==> src/rtl/fifo_credit_tx_if.sv <==
// Handshake bundle between the credit-based fifo transmitter and its neighbours.
// The master modport is the transmitter's view; the slave modport is the environment's view.
interface fifo_credit_tx_if #(
    parameter int WIDTH = 8,
    parameter int DEPTH = 4
);
    localparam int CW = $clog2(DEPTH + 1);

    logic             in_valid;
    logic [WIDTH-1:0] in_data;
    logic             in_ready;
    logic             push;
    logic [WIDTH-1:0] wdata;
    logic             credit_return;
    logic             flush;
    logic             flush_done;
    logic [CW-1:0]    credits;
    logic             credit_err;

    modport master (
        input  in_valid,
        input  in_data,
        input  credit_return,
        input  flush,
        output in_ready,
        output push,
        output wdata,
        output flush_done,
        output credits,
        output credit_err
    );

    modport slave (
        output in_valid,
        output in_data,
        output credit_return,
        output flush,
        input  in_ready,
        input  push,
        input  wdata,
        input  flush_done,
        input  credits,
        input  credit_err
    );
endinterface

==> src/rtl/fifo_credit_tx.sv <==
// Credit-based transmitter feeding a remote fifo of DEPTH entries, with a flush/drain sequence.
// Define FIFO_CREDIT_TX_ERR_EN to build the sticky credit-overflow detector.
module fifo_credit_tx #(
    parameter int WIDTH = 8,
    parameter int DEPTH = 4
) (
    input  logic                 clock,
    input  logic                 reset,
    fifo_credit_tx_if.master     bus
);
    localparam int            CW      = $clog2(DEPTH + 1);
    localparam logic [CW-1:0] DEPTH_C = CW'(DEPTH);

    typedef enum logic [1:0] {
        RUN,
        FLUSH_WAIT,
        FLUSH_DONE
    } state_t;

    state_t           state_reg;
    state_t           state_next;
    logic [CW-1:0]    credits_reg;
    logic [CW-1:0]    credits_next;
    logic             push_reg;
    logic [WIDTH-1:0] wdata_reg;
    logic             in_ready;
    logic             accept;

    assign in_ready = (state_reg == RUN) && (credits_reg != '0);
    assign accept   = bus.in_valid && in_ready;

    // A simultaneous accept and return cancel; a return at full credit saturates.
    always_comb begin
        credits_next = credits_reg;
        if (accept && !bus.credit_return) begin
            credits_next = credits_reg - CW'(1);
        end else if (!accept && bus.credit_return && (credits_reg != DEPTH_C)) begin
            credits_next = credits_reg + CW'(1);
        end
    end

    always_comb begin
        state_next = state_reg;
        case (state_reg)
            RUN:        if (bus.flush) state_next = FLUSH_WAIT;
            FLUSH_WAIT: if (credits_next == DEPTH_C) state_next = FLUSH_DONE;
            FLUSH_DONE: state_next = RUN;
            default:    state_next = RUN;
        endcase
    end

    always_ff @(posedge clock) begin
        if (reset) begin
            state_reg   <= RUN;
            credits_reg <= DEPTH_C;
            push_reg    <= 1'b0;
            wdata_reg   <= '0;
        end else begin
            state_reg   <= state_next;
            credits_reg <= credits_next;
            push_reg    <= accept;
            if (accept) begin
                wdata_reg <= bus.in_data;
            end
        end
    end

`ifdef FIFO_CREDIT_TX_ERR_EN
    logic credit_err_reg;

    // A return while every credit is already home means the remote side miscounted.
    always_ff @(posedge clock) begin
        if (reset) begin
            credit_err_reg <= 1'b0;
        end else if (bus.credit_return && !accept && (credits_reg == DEPTH_C)) begin
            credit_err_reg <= 1'b1;
        end
    end

    assign bus.credit_err = credit_err_reg;
`else
    assign bus.credit_err = 1'b0;
`endif

    assign bus.in_ready   = in_ready;
    assign bus.push       = push_reg;
    assign bus.wdata      = wdata_reg;
    assign bus.credits    = credits_reg;
    assign bus.flush_done = (state_reg == FLUSH_DONE);
endmodule
==> src/flat_wrapper.sv <==
// flat-port wrapper written by rule: the top's interface ports become plain ports
module fifo_credit_tx_flat 
#(
    parameter int WIDTH = 8,
    parameter int DEPTH = 4
)
  (clock, reset, bus_in_valid, bus_in_data, bus_credit_return, bus_flush, bus_in_ready, bus_push, bus_wdata, bus_flush_done, bus_credits, bus_credit_err);
  fifo_credit_tx_if #(.WIDTH(WIDTH), .DEPTH(DEPTH)) bus_i ();
  input  logic clock;
  input  logic reset;
  input wire logic [$bits(bus_i.in_valid)-1:0] bus_in_valid;
  input wire logic [$bits(bus_i.in_data)-1:0] bus_in_data;
  input wire logic [$bits(bus_i.credit_return)-1:0] bus_credit_return;
  input wire logic [$bits(bus_i.flush)-1:0] bus_flush;
  output wire logic [$bits(bus_i.in_ready)-1:0] bus_in_ready;
  output wire logic [$bits(bus_i.push)-1:0] bus_push;
  output wire logic [$bits(bus_i.wdata)-1:0] bus_wdata;
  output wire logic [$bits(bus_i.flush_done)-1:0] bus_flush_done;
  output wire logic [$bits(bus_i.credits)-1:0] bus_credits;
  output wire logic [$bits(bus_i.credit_err)-1:0] bus_credit_err;
  assign bus_i.in_valid = bus_in_valid;
  assign bus_i.in_data = bus_in_data;
  assign bus_i.credit_return = bus_credit_return;
  assign bus_i.flush = bus_flush;
  assign bus_in_ready = bus_i.in_ready;
  assign bus_push = bus_i.push;
  assign bus_wdata = bus_i.wdata;
  assign bus_flush_done = bus_i.flush_done;
  assign bus_credits = bus_i.credits;
  assign bus_credit_err = bus_i.credit_err;
  fifo_credit_tx #(.WIDTH(WIDTH), .DEPTH(DEPTH)) u_core (.clock(clock), .reset(reset), .bus(bus_i));
endmodule
==> config.mk <==
export PLATFORM = sky130hd
export DESIGN_NAME = fifo_credit_tx_flat
export DESIGN_NICKNAME = d
export VERILOG_FILES = /design/src/rtl/fifo_credit_tx_if.sv /design/src/rtl/fifo_credit_tx.sv /design/src/flat_wrapper.sv
export SDC_FILE = /design/constraint.sdc
export NUM_CORES = 1
export LEC_CHECK = 0
export CELL_PAD_IN_SITES_DETAIL_PLACEMENT = 1
export CELL_PAD_IN_SITES_GLOBAL_PLACEMENT = 1
export CORE_MARGIN = 8
export CORE_UTILIZATION = 26
export DETAILED_ROUTE_END_ITERATION = 6
export PLACE_DENSITY_LB_ADDON = 0.1
export RECOVER_POWER = 100
export SYNTH_ARGS = -nofsm -noshare
export SYNTH_HDL_FRONTEND = slang
export SYNTH_SLANG_ARGS = --single-unit
==> constraint.sdc <==
create_clock -name clock -period 1.8 [get_ports clock]
set_input_delay 0.18 -clock clock [delete_from_list [all_inputs] [get_ports clock]]
set_output_delay 0.18 -clock clock [all_outputs]
set_load 0.02 [all_outputs]
* Yosys cells after proc, flatten, opt, wreduce, memory -nomap -nowiden *
Cells that the tools add are included.

cells by class
  $add $sub $neg = 2
  equality and inequality tests = 6
  mux-type cells = 5
  reduce and logical (&&, ||, !) cells = 10

operators with widths
  kind                                                    number
  2-to-1 mux 3 bit                                        2
  logical AND 1 bit                                       5
  2-to-1 mux 2 bit                                        2
  case mux 2 bit (2 select lines)                         1
  adder 3 x 1 -> 3 bit (second input constant)            1
  == test 3 bit (second input constant)                   1
  inequality test 3 bit (second input constant)           1
  nonzero test 3 bit                                      1
  subtractor 3 x 1 -> 3 bit (second input constant)       1
  == test 2 x 1 -> 1 bit (second input constant)          1
  == test 2 bit (second input constant)                   1
  logical NOT 1 bit                                       2
  logical NOT 2 bit                                       1
  inequality test 2 x 1 -> 1 bit (second input constant)  1
  inequality test 2 bit (second input constant)           1
  AND reduction 2 bit                                     1

storage, ports and cells
  bits in registers = 14
  bits of input ports = 13
  logic and storage cells = 27

* Longest topological paths before layout *
  word-level depth = 11
  depth in mapped cells = 7
  depth with buffers taken out = 7

* Worst setup path before layout *
No wires, ideal clock.

  path kind = reg-to-reg
  start = register u_core.credits_reg[0], in the netlist u_core.bus.credits[0]
  end = register u_core.state_reg[1]
  library setup time = 0.060 ns
  arrival time = 1.925 ns
  data required time = 1.740 ns
  setup slack = -0.184 ns
  stages on the path, launching flop included = 8
  clock period less this slack = 1.984 ns
  cell sequence = dfxtp_1 -> inv_1 -> ha_1 -> nor2b_2 -> nand2b_2 -> a2111o_1 -> a31oi_1 -> and3_1

on the way
  cells in the longest elaborated chain, start to end = 11

ends and longest elaborated chain
  element                                       RTL line              text
  start: declaration                            fifo_credit_tx.sv:22  logic [CW-1:0] credits_reg;
  start signal: assignment                      fifo_credit_tx.sv:60  credits_reg <= credits_next;
  nonzero test 3 bit                            fifo_credit_tx.sv:29  assign in_ready = (state_reg == RUN) && (credits_reg != '0);
  logical AND 1 bit                             fifo_credit_tx.sv:29
  logical AND 1 bit                             fifo_credit_tx.sv:30  assign accept = bus.in_valid && in_ready;
  logical NOT 1 bit                             fifo_credit_tx.sv:37  end else if (!accept && bus.credit_return && (credits_reg != DEPTH_C)) begin
  logical AND 1 bit (2 in a row)                fifo_credit_tx.sv:37
  2-to-1 mux 3 bit                              fifo_credit_tx.sv:37
  2-to-1 mux 3 bit (*)                          fifo_credit_tx.sv:35  if (accept && !bus.credit_return) begin
  == test 3 bit (*)                             fifo_credit_tx.sv:46  FLUSH_WAIT: if (credits_next == DEPTH_C) state_next = FLUSH_DONE;
  inequality test 2 x 1 -> 1 bit (no line) (*)  -
  AND reduction 2 bit (no line) (*)             -
  end signal: assignment                        fifo_credit_tx.sv:59  state_reg <= state_next;
  end: declaration                              fifo_credit_tx.sv:20  state_t state_reg;

Every way passes the cells marked *; elsewhere a longest branch is shown, timed or not.
A chain may end at the register's enable or synchronous reset.

* Worst setup path after layout *
Same ends and word-level chain as after synthesis.

==> flow_metrics.env <==
export IMPL_status="finished clean"
export IMPL_internal_power_mw=0.912
export IMPL_clk_path_buf_depth=2
export IMPL_vias=718
export IMPL_max_cap_violations=0
export IMPL_power_frac_comb=0.581
export IMPL_htree_levels=1
export IMPL_antenna_found_initial=0
export IMPL_largest_reg_flops=8
export IMPL_drtIter0Drc=22
export IMPL_clock_sinks=14
export IMPL_multi_input_comb_area_um2=417
export IMPL_syn_cell_area_um2=687
export IMPL_cts_tree="built"
export IMPL_io_buffer_count=26
export IMPL_synth_top_area_cell="dfxtp_1"
export IMPL_path_class="reg2reg"
export IMPL_finalHoldViolCount=0
export IMPL_syn_inst=81
export IMPL_regToRegStartpoint="u_core.bus.credits[0]"
export IMPL_finalSetupViolCount=0
export IMPL_switching_share=0.391
export IMPL_clk_pin_slew_worst_paths_ns=0.09
export IMPL_core_area_um2=2500
export IMPL_dpl_hpwl_mm=1.56
export IMPL_hold_depth=3
export IMPL_grt_pass1_wl_mm=3.37
export IMPL_ys_top_cells_by_area="dfxtp_1 41%, nand2_1 9.8%, a21oi_1 8.0%, ha_1 5.5%, a31oi_1 1.8%"
export IMPL_p_sw_mw=0.587
export IMPL_fillCellCount=300
export IMPL_grt_pass1_vias=734
export IMPL_max_freq_mhz=589
export IMPL_min_from="bus_in_data[2]"
export IMPL_grtUsageTotal=0.0972
export IMPL_async_flop_share=0
export IMPL_drt_vias_per_instance=4.88
export IMPL_start_util=0.275
export IMPL_first_pass_iters=4
export IMPL_cts_root_buf="clkbuf_4"
export IMPL_crit_path_max_fanout=4
export IMPL_layout_worst_path_cycle_share=0.944
export IMPL_reg2reg_slack_ns=0.10
export IMPL_r2r_end="u_core.state_reg[1]"
export IMPL_yosys_most_used_dff="dfxtp_1"
export IMPL_drive_gt1_frac=0.214
export IMPL_dieArea_um2=4540
export IMPL_area_growth_pct=60.8
export IMPL_cp_start_kind="flop"
export IMPL_hp_class="in2reg"
export IMPL_synth_nets=97
export IMPL_seq_power_share=0.291
export IMPL_clock_skew_ns=0.00459
export IMPL_clock_latency_ns=0.29
export IMPL_antenna_left=0
export IMPL_synth_warnings=0
export IMPL_grt_max_degree=14
export IMPL_fp_dieW_um=67.4
export IMPL_finalNetCount=134
export IMPL_required_ns=2.03
export IMPL_ir_drop_mv=0.509
export IMPL_n_antenna_cell=0
export IMPL_crit_path_end_kind="flop"
export IMPL_slew_violations=0
export IMPL_cp_arrival_ns=1.93
export IMPL_drc=0
export IMPL_avgSynthCellArea_um2=8.48
export IMPL_rsz0062_at_grt="false"
export IMPL_p_leak_nw=0.424
export IMPL_tns_ns=0
export IMPL_grt_overflow=0
export IMPL_finalPower_mw=1.50
export IMPL_synth_top_area_share=0.408
export IMPL_finalWirelength_mm=2.02
export IMPL_synth_seq_cells=14
export IMPL_cts_buffers=3
export IMPL_synth_distinct_cells=33
export IMPL_min_to="u_core.bus.wdata[2]"
export IMPL_ios=28
export IMPL_r2r_cells=7
export IMPL_cts_hold_buf=0
export IMPL_fp_dieH_um=67.4
export IMPL_wl_per_cell_um=13.8
export IMPL_p_per_area_nw_per_um2=1360
export IMPL_synth_sequential_area_ratio=0.408
export IMPL_clkPwrFrac=0.128
export IMPL_rows=18
export IMPL_register_area_um2=285
export IMPL_synth_edf_count=0
export IMPL_fin_crit_ns=1.70
export IMPL_gp_congestion=0.868
==> cell usage after synthesis (2+ instances only) <==
cell / count
ha_1: 3
a21oi_1: 11
nor2_1: 3
a31oi_1: 2
nand2_1: 18
dfxtp_1: 14
nand2b_1: 2
inv_1: 3
==> cell families after synthesis <==
logic type               after synthesis  synth area share
buffers and inverters                  6            0.0401
XOR/XNOR                               1            0.0128
AO/OA/AOI/OAI                         20             0.184
flip-flops                            14             0.408
AND/OR/NAND/NOR                       36             0.295
adder cells (fa/ha/maj)                3            0.0547
other                                  1           0.00546
==> final cells by class <==
| class | instances | share of cell area |
|---|---|---|
| sequential | 14 | 0.258 |
| tap | 30 | 0.0340 |
| clock buffer | 4 | 0.0238 |
| multi-input combinational | 61 | 0.377 |
| inverter | 3 | 0.0102 |
| timing repair buffer | 35 | 0.297 |
==> worst max-delay path, stage by stage, from the launching register on <==
cell and delay, ns:
dfxtp_4 0.35, inv_2 0.09, ha_4 0.14, nor2b_4 0.23, nor3_4 0.08, a2111o_1 0.40
a31oi_2 0.18, and3_1 0.16
==> stage by stage <==
| step | area, um2 | utilization | hold slack, ns | cells | worst slack, ns |
|---|---|---|---|---|---|
| after global routing | 1100 | 0.442 | 0.432 | 147 | 0.00137 |
| after detailed placement | 1040 | 0.415 | 0.454 | 142 | -0.0271 |
| after floorplan | 697 | - | 0.242 | 81 | 0.0392 |
| final | 1100 | 0.442 | 0.437 | 147 | 0.101 |
| after CTS | 1070 | 0.427 | 0.422 | 146 | 0.0424 |
| after global placement | 1040 | 0.415 | 0.448 | 142 | 0.00901 |
==> cell usage in the layout, fill, tap and decap left out, drive strengths merged <==
| master | count |
|---|---|
| a31oi | 2 |
| o211a | 1 |
| nor3 | 2 |
| clkbuf | 4 |
| nor2b | 2 |
| nand4 | 1 |
| dfxtp | 14 |
| o221ai | 1 |
| nor3b | 1 |
| nand4b | 1 |
| o22ai | 1 |
| and3 | 1 |
| clkdlybuf4s50 | 25 |
| buf | 9 |
| nand2 | 18 |
| ha | 3 |
| o211ai | 1 |
| conb | 1 |
| nand3 | 1 |
| a2111o | 1 |
| o21ai | 1 |
| a21oi | 11 |
| inv | 3 |
| nand2b | 3 |
| xnor2 | 1 |
| nand4bb | 1 |
| or3b | 1 |
| o32a | 1 |
| nor2 | 4 |
| clkdlybuf4s15 | 1 |
==> power groups by stage <==
| stage | logic (mW) | clock network, mW | registers [mW] |
|---|---|---|---|
| CTS | 0.795 | 0.204 | 0.435 |
| global placement | 0.780 | 0 | 0.438 |
| floorplan | 0.374 | 0 | 0.515 |
| global route | 0.953 | 0.219 | 0.448 |
| finish | 0.870 | 0.192 | 0.436 |
| detailed placement | 0.789 | 0 | 0.441 |
==> worst max path at each step <==
stage                           from                  end  slack (ns)  cells past startpoint
6_report       u_core.bus.credits[0]  u_core.state_reg[1]        0.10                      7
5_1_grt        u_core.bus.credits[0]  u_core.state_reg[1]       0.001                      7
4_1_cts        u_core.bus.credits[0]         bus_in_ready        0.04                      5
3_5_place_dp            bus_in_valid  u_core.state_reg[1]       -0.03                      6
3_3_place_gp            bus_in_valid  u_core.state_reg[1]       0.009                      7
2_1_floorplan  u_core.bus.credits[0]  u_core.state_reg[1]        0.04                      7
==> layer usage <==
layer  wire (um)  vias up  track usage
met4          21        0       0.0392
li1            -      352            -
met2         916       24        0.149
met5           0        -            0
met1         889      338        0.110
met3         194        4       0.0530
==> timing repair <==
item / 4_1_cts / 5_1_grt
resized for setup: 2 / 8
endpoints found under the setup margin: 3 / 3
buffers inserted: 0 / 1
pin swaps: 0 / 3
(Power assumes the default switching activity.)
